### config.mk
export PLATFORM = sky130hd
export DESIGN_NAME = mem_port_arbiter
export DESIGN_NICKNAME = d
export VERILOG_FILES = /design/src/rtl/mem_port_arbiter.sv
export SDC_FILE = /design/constraint.sdc
export NUM_CORES = 1
export LEC_CHECK = 0
export ABC_AREA = 1
export BUFFER_PORTS_ARGS = -buffer_cell sky130_fd_sc_hd__buf_2
export CAP_MARGIN = 40
export CORE_MARGIN = 2
export CORE_UTILIZATION = 52
export CTS_BUF_LIST = sky130_fd_sc_hd__clkbuf_8
export DETAILED_ROUTE_END_ITERATION = 7
export PLACE_DENSITY = 0.91
export SETUP_SLACK_MARGIN = 0.05
export SLEW_MARGIN = 20
export SYNTH_ARGS = -nofsm -noshare
export SYNTH_HDL_FRONTEND = slang
export SYNTH_SLANG_ARGS = --single-unit
### constraint.sdc
create_clock -name clk -period 2.7 [get_ports clk]
set_clock_uncertainty 0.2 [all_clocks]
set_input_delay 0.54 -clock clk [delete_from_list [all_inputs] [get_ports clk]]
set_output_delay 0.54 -clock clk [all_outputs]
set_load 0.05 [all_outputs]
### src/rtl/mem_port_arbiter.sv
// -----------------------------------------------------------------------------
// mem_port_arbiter
//
// Shares one memory port between an instruction-fetch requester (I) and a
// load/store requester (D). Data accesses normally win, but after STARVE_MAX
// consecutive data grants issued while a fetch was waiting, the fetch is
// served next. Each access is registered onto the mem_* port, held stable
// until mem_ready, and completed with a one-cycle pulse (if_valid / d_done).
// One idle cycle (the pulse cycle) separates transactions so the requester
// can drop or renew its request before the arbiter samples again.
//
// Ports
//   clk, rst_n               clock, asynchronous active-low reset
//   if_req/if_addr           fetch request (held until if_valid) and address
//   if_rdata/if_valid        fetched word and completion pulse
//   d_req/d_we/d_addr        load/store request (held until d_done)
//   d_wdata/d_wstrb          store data and byte enables
//   d_rdata/d_done           load data and completion pulse
//   mem_req/mem_we/mem_addr  shared memory request, write enable, address
//   mem_wdata/mem_wstrb      memory write data and byte enables
//   mem_rdata/mem_ready      memory read data and completion
//   stall_if/stall_d         pipeline stalls while a request is outstanding
// -----------------------------------------------------------------------------
module mem_port_arbiter #(
    parameter int ADDR_W     = 32,
    parameter int DATA_W     = 32,
    parameter int STARVE_MAX = 4
) (
    input  logic                clk,
    input  logic                rst_n,
    // fetch side
    input  logic                if_req,
    input  logic [ADDR_W-1:0]   if_addr,
    output logic [DATA_W-1:0]   if_rdata,
    output logic                if_valid,
    // data side
    input  logic                d_req,
    input  logic                d_we,
    input  logic [ADDR_W-1:0]   d_addr,
    input  logic [DATA_W-1:0]   d_wdata,
    input  logic [DATA_W/8-1:0] d_wstrb,
    output logic [DATA_W-1:0]   d_rdata,
    output logic                d_done,
    // shared memory port
    output logic                mem_req,
    output logic                mem_we,
    output logic [ADDR_W-1:0]   mem_addr,
    output logic [DATA_W-1:0]   mem_wdata,
    output logic [DATA_W/8-1:0] mem_wstrb,
    input  logic [DATA_W-1:0]   mem_rdata,
    input  logic                mem_ready,
    // pipeline stalls
    output logic                stall_if,
    output logic                stall_d
);

    localparam int         STRB_W     = DATA_W / 8;
    localparam logic [3:0] STARVE_LIM = 4'(STARVE_MAX);

    localparam logic [1:0] S_IDLE  = 2'd0;
    localparam logic [1:0] S_GNT_I = 2'd1;
    localparam logic [1:0] S_GNT_D = 2'd2;

    logic [1:0]        state_q,      state_d;
    logic              mem_req_q,    mem_req_d;
    logic              mem_we_q,     mem_we_d;
    logic [ADDR_W-1:0] mem_addr_q,   mem_addr_d;
    logic [DATA_W-1:0] mem_wdata_q,  mem_wdata_d;
    logic [STRB_W-1:0] mem_wstrb_q,  mem_wstrb_d;
    logic [DATA_W-1:0] if_rdata_q,   if_rdata_d;
    logic              if_valid_q,   if_valid_d;
    logic [DATA_W-1:0] d_rdata_q,    d_rdata_d;
    logic              d_done_q,     d_done_d;
    logic [3:0]        starve_cnt_q, starve_cnt_d;

    logic pulse_cycle;
    logic fetch_starved;

    // The completion-pulse cycle is idle on purpose: the requester has not yet
    // had a chance to drop or renew its request.
    assign pulse_cycle   = if_valid_q | d_done_q;
    assign fetch_starved = starve_cnt_q >= STARVE_LIM;

    always_comb begin
        // NOTE: every next-state signal starts from a hold/default value so no
        // path through the case leaves one unassigned, which would infer a latch.
        state_d      = state_q;
        mem_req_d    = mem_req_q;
        mem_we_d     = mem_we_q;
        mem_addr_d   = mem_addr_q;
        mem_wdata_d  = mem_wdata_q;
        mem_wstrb_d  = mem_wstrb_q;
        if_rdata_d   = if_rdata_q;
        d_rdata_d    = d_rdata_q;
        starve_cnt_d = starve_cnt_q;
        if_valid_d   = 1'b0;
        d_done_d     = 1'b0;

        case (state_q)
            S_IDLE: begin
                // mem_ready is deliberately not looked at here.
                if (!pulse_cycle) begin
                    if (d_req && (!if_req || !fetch_starved)) begin
                        state_d     = S_GNT_D;
                        mem_req_d   = 1'b1;
                        mem_we_d    = d_we;
                        mem_addr_d  = d_addr;
                        mem_wdata_d = d_wdata;
                        mem_wstrb_d = d_wstrb;
                        // Only grants that overtake a waiting fetch count.
                        if (if_req && !fetch_starved) begin
                            starve_cnt_d = starve_cnt_q + 4'd1;
                        end
                    end else if (if_req) begin
                        state_d      = S_GNT_I;
                        mem_req_d    = 1'b1;
                        mem_we_d     = 1'b0;
                        mem_addr_d   = if_addr;
                        mem_wdata_d  = '0;
                        mem_wstrb_d  = '0;
                        starve_cnt_d = 4'd0;
                    end
                end
            end

            S_GNT_I: begin
                if (mem_ready) begin
                    state_d    = S_IDLE;
                    mem_req_d  = 1'b0;
                    if_rdata_d = mem_rdata;
                    if_valid_d = 1'b1;
                end
            end

            S_GNT_D: begin
                if (mem_ready) begin
                    state_d   = S_IDLE;
                    mem_req_d = 1'b0;
                    // Stores leave the last loaded value in place.
                    if (!mem_we_q) begin
                        d_rdata_d = mem_rdata;
                    end
                    d_done_d  = 1'b1;
                end
            end

            default: begin
                state_d   = S_IDLE;
                mem_req_d = 1'b0;
            end
        endcase
    end

    always_ff @(posedge clk or negedge rst_n) begin
        if (!rst_n) begin
            state_q      <= S_IDLE;
            mem_req_q    <= 1'b0;
            mem_we_q     <= 1'b0;
            mem_addr_q   <= '0;
            mem_wdata_q  <= '0;
            mem_wstrb_q  <= '0;
            if_rdata_q   <= '0;
            if_valid_q   <= 1'b0;
            d_rdata_q    <= '0;
            d_done_q     <= 1'b0;
            starve_cnt_q <= 4'd0;
        end else begin
            // NOTE: non-blocking assignments so every register samples the
            // pre-edge values, independent of statement order.
            state_q      <= state_d;
            mem_req_q    <= mem_req_d;
            mem_we_q     <= mem_we_d;
            mem_addr_q   <= mem_addr_d;
            mem_wdata_q  <= mem_wdata_d;
            mem_wstrb_q  <= mem_wstrb_d;
            if_rdata_q   <= if_rdata_d;
            if_valid_q   <= if_valid_d;
            d_rdata_q    <= d_rdata_d;
            d_done_q     <= d_done_d;
            starve_cnt_q <= starve_cnt_d;
        end
    end

    assign mem_req   = mem_req_q;
    assign mem_we    = mem_we_q;
    assign mem_addr  = mem_addr_q;
    assign mem_wdata = mem_wdata_q;
    assign mem_wstrb = mem_wstrb_q;
    assign if_rdata  = if_rdata_q;
    assign if_valid  = if_valid_q;
    assign d_rdata   = d_rdata_q;
    assign d_done    = d_done_q;

    assign stall_if  = if_req & ~if_valid_q;
    assign stall_d   = d_req & ~d_done_q;

endmodule

==> results of run 1 <==
## layout by cell type, fill, tap and decap left out, types with 2 or more instances in the layout
| cell type | count |
|---|---|
| buf_4 | 6 |
| dfrtp_1 | 142 |
| buf_12 | 2 |
| nand2_2 | 2 |
| clkbuf_8 | 17 |
| clkinv_2 | 3 |
| nand3_1 | 66 |
| o21ai_0 | 63 |
| o21ai_1 | 2 |
| nor2_1 | 6 |
| inv_6 | 2 |
| bufinv_16 | 5 |
| inv_2 | 3 |
| clkinvlp_4 | 3 |
| ha_1 | 4 |
| inv_1 | 108 |
| buf_2 | 274 |
| nand2_1 | 290 |
## cells by family (layout without fill, tap and decap cells)
kind of cell	after synthesis	count (layout)	synth area share, %
AND/OR/NAND/NOR	368	368	24.9
buffers and inverters	147	426	9.76
flip-flops	142	142	58.9
AO/OA/AOI/OAI	67	67	5.66
adder cells (fa/ha/maj)	4	4	0.829
## worst paths after layout
check,endpoint,slack (ns),cells past startpoint
worst max-delay path,mem_addr[24],0.70,6
worst min-delay path,mem_wdata[15],0.09,3
worst max register to register,mem_addr[24],0.70,6
worst min register to register,mem_wdata[12],0.28,2
max in group asynchronous,d_rdata[20],1.41,3
min in group asynchronous,mem_addr[21],0.43,3
## sequential cells by signal (all words and copies together) (netlist names)
| name | count |
|---|---|
| starve_cnt_q | 4 |
| mem_wstrb | 4 |
| mem_req | 1 |
| mem_wdata | 32 |
| state_q | 2 |
| mem_we | 1 |
| d_done | 1 |
| d_rdata | 32 |
| if_rdata | 32 |
| mem_addr | 32 |
| if_valid | 1 |
## where the power goes
group          leakage, nW  total, mW  switching, mW  internal (mW)
Combinational         2.90       6.28           4.97           1.31
Clock                0.224       1.91          0.816           1.10
Sequential            1.79       3.64          0.543           3.10
Total                 4.92       11.8           6.33           5.50
## per-layer routing
layer | share of wire, % | GRT usage, %
met1 | 40 | 31.7
met2 | 51 | 44.2
met3 | 7.4 | 6.59
met4 | 2.4 | 9.88
met5 | 0 | 0
## tightest hold or removal path, cell delays in order
cell     delay, ns
buf_2         0.07
nand2_1       0.04
nand2_1       0.04
## cell type report
class,count,area share [%]
Clock buffer,17,2.94
Clock inverter,15,2.73
Inverter,110,5.18
Timing Repair Buffer,284,18.5
Sequential cell,142,44.6
Tap cell,143,2.24
Multi-Input combinational cell,439,23.8
==> impl_metrics.csv, run 1 <==
group,metric,value,unit
status,run_status,"finished clean",
finish,drive_gt1_share,32.2,%
grt,first_global_vias,5445,
logic_synthesis,syn-cell-area,0.00604,mm^2
logic_synthesis,synth_seq_area_share,58.9,%
timing,min_period,2.00,ns
timing,relSlewSlack,62.5,%
grt,antenna_found_initial,0,
routing,wl_per_cell,13.6,um
floorplan,core,0.0114,mm^2
cts,h-tree-depth,4,
critical_path,crit_chain,"inv_1 > ha_1 > nand3_4 > inv_2 > nand3_1 > nand2_1",
timing,fin_crit_sh,74.2,%
timing,setup_violations,0,
place,place_area,0.00751,mm^2
logic_synthesis,ys_async_sr_fraction,100,%
logic_synthesis,ys_types,19,
cts,cts_tree,"yes",
timing,drv_slew,0,
finish,multi_input_area,0.00190,mm^2
timing,setup_tns,0,ns
run,maxCapViolCount,0,
logic_synthesis,synth.largest_area_cell,"dfrtp_1",
critical_path,crit_family,"buffers and inverters",
cts,cts_buffers,17,
timing,rsz0062_at_grt,"no",
logic_synthesis,synth.most_common_cell,"nand2_1",
floorplan,rows,39,
routing,ant_nets,0,
logic_synthesis,netlist_top_cells_count,"nand2_1, dfrtp_1, inv_1, nand3_1, o21ai_0",
logic_synthesis,synth_top_cell_area_share,58.9,%
finish,fin_area,0.00797,mm^2
cts,cts_sinks,142,
logic_synthesis,ys_ff_latch,142,
logic_synthesis,syn_inst,728,
floorplan,die_y,112,um
critical_path,rr_startpoint,"state_q[0]",
power,p_per_area,1480,mW/mm^2
cts,clockRootBuffer,"clkbuf_8",
grt,grt_max_degree,88,
routing,drtPass1Iterations,7,
hold_path,hold_class,"in2reg",
routing,viasPerCell,4.91,
finish,regArea,0.00355,mm^2
power,ir_worst_vdd,1.03,mV
critical_path,path_max_fanout,32,
finish,fillers,871,
place,io_buffer_count,275,
timing,tightest_slew,0.563,ns
place,place_congestion,0.874,
cts,worstSkewPairLatency,0.43,ns
critical_path,crit_start,"state_q[0]",
cts,cts_buffer_depth,2,
cts,cts_hold_buf,1,
hold_path,hold_start,"d_wdata[15]",
finish,finalNonFillerCells,1150,
floorplan,die_area,0.0125,mm^2
logic_synthesis,synth_edf_count,0,
grt,grt_pass1_wl,25.9,mm
timing,clock.fmax,0.499,GHz
critical_path,cp-start-kind,"register",
routing,drtIter0Drc,443,
critical_path,cp_num_buf_inv,2,
floorplan,dieWidth,112,um
logic_synthesis,syn_area_per_cell,8.29,um^2
critical_path,crit_type,"reg2reg",
routing,drc_errors,0,
critical_path,crit_arrival,2.18,ns
cts,cts.clk_slew.worst_paths,0.08,ns
power,finalPower,11.8,mW
critical_path,crit_path_end_kind,"register",
timing,hold_ws,0.0943,ns
logic_synthesis,synth_flop_cell,"dfrtp_1",
critical_path,slowest_stage,"inv_2",
power,leakagePower,4.92,nW
grt,overflow,0,
logic_synthesis,synthTopCellsByArea,"dfrtp_1, nand2_1, inv_1",
logic_synthesis,yosysWarnings,0,
floorplan,start_util,53.1,%
place,place_ws,0.612,ns
logic_synthesis,syn-num-nets,870,
routing,wl,15.6,mm
place,hpwl,11.2,mm
routing,num_vias,5644,
finish,num_antenna_cells,0,
grt,grtUsageTotal,25.8,%
place,dp.cells,1117,
cts,post_cts_buffers,0,
finish,postLayoutCoreUtil,70.1,%
finish,area_growth_syn_to_layout,32.0,%
finish,final_nets,1136,
floorplan,ios,276,
timing,fin_ws,0.695,ns
critical_path,cp_slowest_stage_delay,0.48,ns
cts,cts_resized,0,
timing,final_hold_viol_count,0,
critical_path,required,2.87,ns
(Power assumes the default switching activity.)
==> run 2, diff against run 1 <==
- CORE_UTILIZATION: 52 -> 49
- PLACE_DENSITY: 0.91 -> 0.87
- clock period: 2.7 -> 2 ns (I/O delays scaled with it)
==> impl_metrics.csv, run 2 (synthesis results as in run 1) <==
group,metric,value,unit
routing,drtIter0Drc,450,
critical_path,ff2ff_setup_slack,0.20,ns
power,power_switching,8.54,mW
floorplan,core,0.0120,mm^2
routing,num_vias,5814,
grt,grtUsageTotal,24.8,%
place,place_ws,0.173,ns
timing,fin_ws,0.128,ns
timing,setup_tns,0,ns
routing,drtPass1Iterations,5,
place,hpwl,11.2,mm
timing,clock.fmax,0.534,GHz
grt,grt_pass1_wl,25.4,mm
finish,final_nets,1179,
place,place_area,0.00761,mm^2
timing,rsz0062_at_grt,"no",
finish,most-common-layout-cells,"nand2_1, buf_2, dfrtp_1",
finish,fillers,913,
cts,cts_sinks,142,
power,intPower,7.30,mW
critical_path,crit_path_end_kind,"primary output",
grt,first_global_vias,5584,
finish,area_growth_syn_to_layout,39.2,%
critical_path,required,1.40,ns
power,combPwrFrac,55.0,%
power,seq_power_share,30.9,%
critical_path,crit_type,"reg2out",
routing,wl_per_cell,13.7,um
timing,setup_violations,0,
critical_path,rr_startpoint,"state_q[0]",
power,p_clk_share,14.1,%
floorplan,die_area,0.0132,mm^2
grt,antenna_found_initial,0,
cts,h-tree-depth,4,
cts,cts_buffers,17,
place,place_congestion,0.833,
critical_path,path_max_fanout,3,
routing,viasPerCell,4.85,
timing,min_period,1.87,ns
hold_path,hold_class,"in2reg",
hold_path,hold_depth,3,
status,run_status,"finished clean",
floorplan,rows,40,
cts,cts.clk_slew.worst_paths,0.07,ns
routing,drc_errors,0,
timing,tightest_slew,0.350,ns
critical_path,crit_arrival,1.27,ns
routing,wl,16.4,mm
finish,drive_gt1_share,31.4,%
power,power.share.switching,53.9,%
place,io_buffer_count,275,
floorplan,ios,276,
routing,ant_nets,0,
cts,worstSkewPairLatency,0.43,ns
grt,overflow,0,
finish,fin_area,0.00840,mm^2
critical_path,timing.rr.end,"mem_wdata[10]",
power,p_per_area,1890,mW/mm^2
cts,cts_tree,"yes",
floorplan,die_y,115,um
power,ir_worst_vdd,1.03,mV
critical_path,cp-start-kind,"register",
finish,postLayoutCoreUtil,69.9,%
hold_path,holdPathEnd,"d_rdata[24]",
finish,regArea,0.00355,mm^2
timing,relSlewSlack,76.6,%
floorplan,dieWidth,115,um
timing,final_hold_viol_count,0,
grt,grt_max_degree,65,
critical_path,r2r_cells,6,
timing,fin_crit_sh,93.6,%
finish,multi_input_area,0.00190,mm^2
cts,cts_buffer_depth,2,
power,leakagePower,5.10,nW
critical_path,crit_start,"d_done",
hold_path,hold_start,"mem_rdata[24]",
timing,drv_slew,0,
place,dp.cells,1126,
cts,clockRootBuffer,"clkbuf_8",
run,maxCapViolCount,0,
finish,finalNonFillerCells,1198,
floorplan,start_util,50.3,%
finish,final_common_cell,"nand2_1",
[run 2: cell count changes in the layout (fill, tap and decap cells not counted)]
| cell | before | now |
|---|---|---|
| clkbuf_8 | 17 | 20 |
| inv_6 | 2 | 0 |
| buf_6 | 1 | 2 |
| clkinvlp_4 | 3 | 4 |
| bufinv_16 | 5 | 2 |
| clkinv_4 | 1 | 0 |
| dlygate4sd3_1 | 1 | 38 |
| clkinv_2 | 3 | 5 |
| diode_2 | 0 | 1 |
| buf_12 | 2 | 7 |
[run 2: stage by stage]
step	hold slack, ns	power, mW
detailed placement	0.119	13.6
finish	0.0270	15.8
CTS	0.00108	15.9
global route	0.0177	16.7
floorplan	-0.0956	11.3
global placement	0.118	13.4
[run 2: layer usage]
layer | global-route usage, % | vias up | part of all wire (%) | wire, um
li1 | - | 2816 | - | -
met1 | 28.5 | 2642 | 39 | 6320
met2 | 42.3 | 300 | 50 | 8150
met3 | 7.01 | 56 | 7.6 | 1250
met4 | 13.3 | 0 | 3.9 | 646
met5 | 0 | - | 0 | 0
[run 2: power by group through the flow]
stage / registers, mW / clock network, mW / logic, mW
after floorplan: 9.29 / 0 / 2.02
after global placement: 4.87 / 0 / 8.48
after detailed placement: 4.89 / 0 / 8.68
after CTS: 4.88 / 2.27 / 8.73
after global routing: 5.03 / 2.41 / 9.28
final: 4.90 / 2.23 / 8.71
[run 2: critical path, cell delays in order (launching register included)]
cell and delay, ns:
dfrtp_1 0.40, nor2_1 0.15, buf_2 0.29
[run 2: how the worst max path moves through the flow]
| stage | end | slack [ns] | cells after the start |
|---|---|---|---|
| floorplan | stall_d | 0.11 | 1 |
| global placement | mem_wdata[27] | 0.25 | 7 |
| detailed placement | mem_wdata[17] | 0.17 | 6 |
| CTS | stall_d | 0.11 | 2 |
| global route | stall_d | 0.08 | 2 |
| finish | stall_d | 0.13 | 2 |
[run 2: layout make-up]
type                            instances  area share (%)
Clock buffer                           20            3.28
Clock inverter                         12            1.41
Sequential cell                       142            42.3
Tap cell                              147            2.19
Multi-Input combinational cell        439            22.6
Antenna cell                            1          0.0298
Timing Repair Buffer                  327            23.3
Inverter                              110            4.91
[run 2: what timing repair did]
action	CTS	global route
gates resized for setup	0	1
endpoints found under the hold margin	130	0
hold buffers	38	0
buffers inserted	0	1
endpoints found under the setup margin	0	8
==> run 3, diff against run 2 <==
- CORE_ASPECT_RATIO: unset -> 1.5
==> impl_metrics.csv, run 3 (synthesis results as in run 1) <==
group,metric,value,unit
place,place_ws,0.323,ns
timing,tightest_slew,0.352,ns
floorplan,die_area,0.0132,mm^2
power,power.share.switching,55.5,%
cts,worstSkewPairLatency,0.42,ns
routing,drtIter0Drc,242,
power,seq_power_share,31.1,%
timing,setup_tns,0,ns
finish,area_growth_syn_to_layout,38.5,%
power,leakagePower,5.08,nW
floorplan,rows,49,
cts,cts_buffers,17,
critical_path,path_max_fanout,3,
timing,rsz0062_at_grt,"no",
power,p_clk_share,13.3,%
critical_path,crit_path_end_kind,"primary output",
finish,drive_gt1_share,31.5,%
grt,grt_pass1_wl,27.7,mm
cts,cts_resized,0,
floorplan,start_util,50.2,%
power,intPower,7.00,mW
floorplan,ios,276,
timing,final_hold_viol_count,0,
cts,post_cts_buffers,0,
timing,fin_ws,0.192,ns
status,run_status,"finished clean",
power,ir_worst_vdd,0.862,mV
timing,drv_slew,0,
finish,final_nets,1179,
run,maxCapViolCount,0,
routing,wl_per_cell,14.2,um
routing,viasPerCell,4.91,
critical_path,cp-start-kind,"register",
power,p_per_area,1880,mW/mm^2
routing,ant_nets,0,
timing,setup_violations,0,
routing,drc_errors,0,
routing,wl,17.1,mm
floorplan,die_y,140,um
routing,drtPass1Iterations,5,
critical_path,crit_type,"reg2out",
cts,h-tree-depth,4,
grt,grt_max_degree,66,
power,combPwrFrac,55.6,%
floorplan,core,0.0120,mm^2
finish,final_common_cell,"nand2_1",
power,power_switching,8.72,mW
cts,cts_hold_buf,38,
place,io_buffer_count,275,
grt,antenna_found_initial,1,
cts,clockRootBuffer,"clkbuf_8",
critical_path,required,1.40,ns
routing,num_vias,5911,
cts,cts_buffer_depth,2,
grt,grtUsageTotal,26.3,%
finish,most-common-layout-cells,"nand2_1, buf_2, dfrtp_1",
timing,clock.fmax,0.553,GHz
place,hpwl,11.9,mm
floorplan,dieWidth,94.6,um
timing,fin_crit_sh,90.4,%
cts,cts.clk_slew.worst_paths,0.09,ns
timing,relSlewSlack,76.5,%
place,place_congestion,0.911,
cts,cts_tree,"yes",
grt,overflow,0,
grt,first_global_vias,5921,
cts,cts_sinks,142,
critical_path,crit_arrival,1.21,ns
timing,min_period,1.81,ns
hold_path,hold_class,"in2reg",
==> run 3: power by group through the flow <==
stage                     Sequential [mW]  Combinational, mW  Clock (mW)
after CTS                            4.87               8.75        2.16
after detailed placement             4.90               8.69           0
after global routing                 5.02               9.30        2.28
final                                4.89               8.74        2.10
after global placement               4.86               8.51           0
after floorplan                      9.29               2.02           0
==> run 3: cell type report <==
cell class              instances  area, um^2
inverters                     110         413
flip-flops and latches        142        3550
clock inverters                15         125
multi-input cells             439        1900
well taps                     153         191
repair buffers                327        1940
diodes                          1        2.50
fillers                       948        3660
clock buffers                  17         234
==> run 3: per-layer routing <==
layer	track usage (%)	wire length, um	vias up
met1	29.4	6020	2709
li1	-	-	2821
met2	45.6	8890	297
met3	5.33	1110	82
met5	0	7	-
met4	15.3	1020	2
==> run 3: path summary, 6_finish.rpt <==
| kind | from | to | slack [ns] | depth (start not counted) |
|---|---|---|---|---|
| worst max-delay path | if_valid | stall_if | 0.19 | 2 |
| worst min-delay path | mem_rdata[24] | d_rdata[24] | 0.03 | 3 |
| worst max register to register | state_q[1] | mem_wdata[10] | 0.29 | 7 |
| worst min register to register | mem_addr[8] | mem_addr[8] | 0.28 | 2 |
| max in group asynchronous | rst_n | mem_addr[26] | 0.81 | 3 |
| min in group asynchronous | rst_n | if_rdata[6] | 0.22 | 2 |
==> run 3: worst max-delay path: stages (launching register included) <==
cell	delay, ns
dfrtp_1	0.42
nor2_1	0.10
buf_2	0.27
==> run 3: through the flow <==
step           utilization, %  std cells  total power [mW]  cell area, um^2  hold slack, ns
2_1_floorplan               -        728              11.3             6040         -0.0956
3_3_place_gp             63.4       1133              13.4             7620          0.0957
3_5_place_dp             63.4       1133              13.6             7620          0.0992
4_1_cts                  69.5       1203              15.8             8360         0.00497
5_1_grt                  69.5       1203              16.6             8360          0.0169
6_report                 69.6       1204              15.7             8360          0.0308
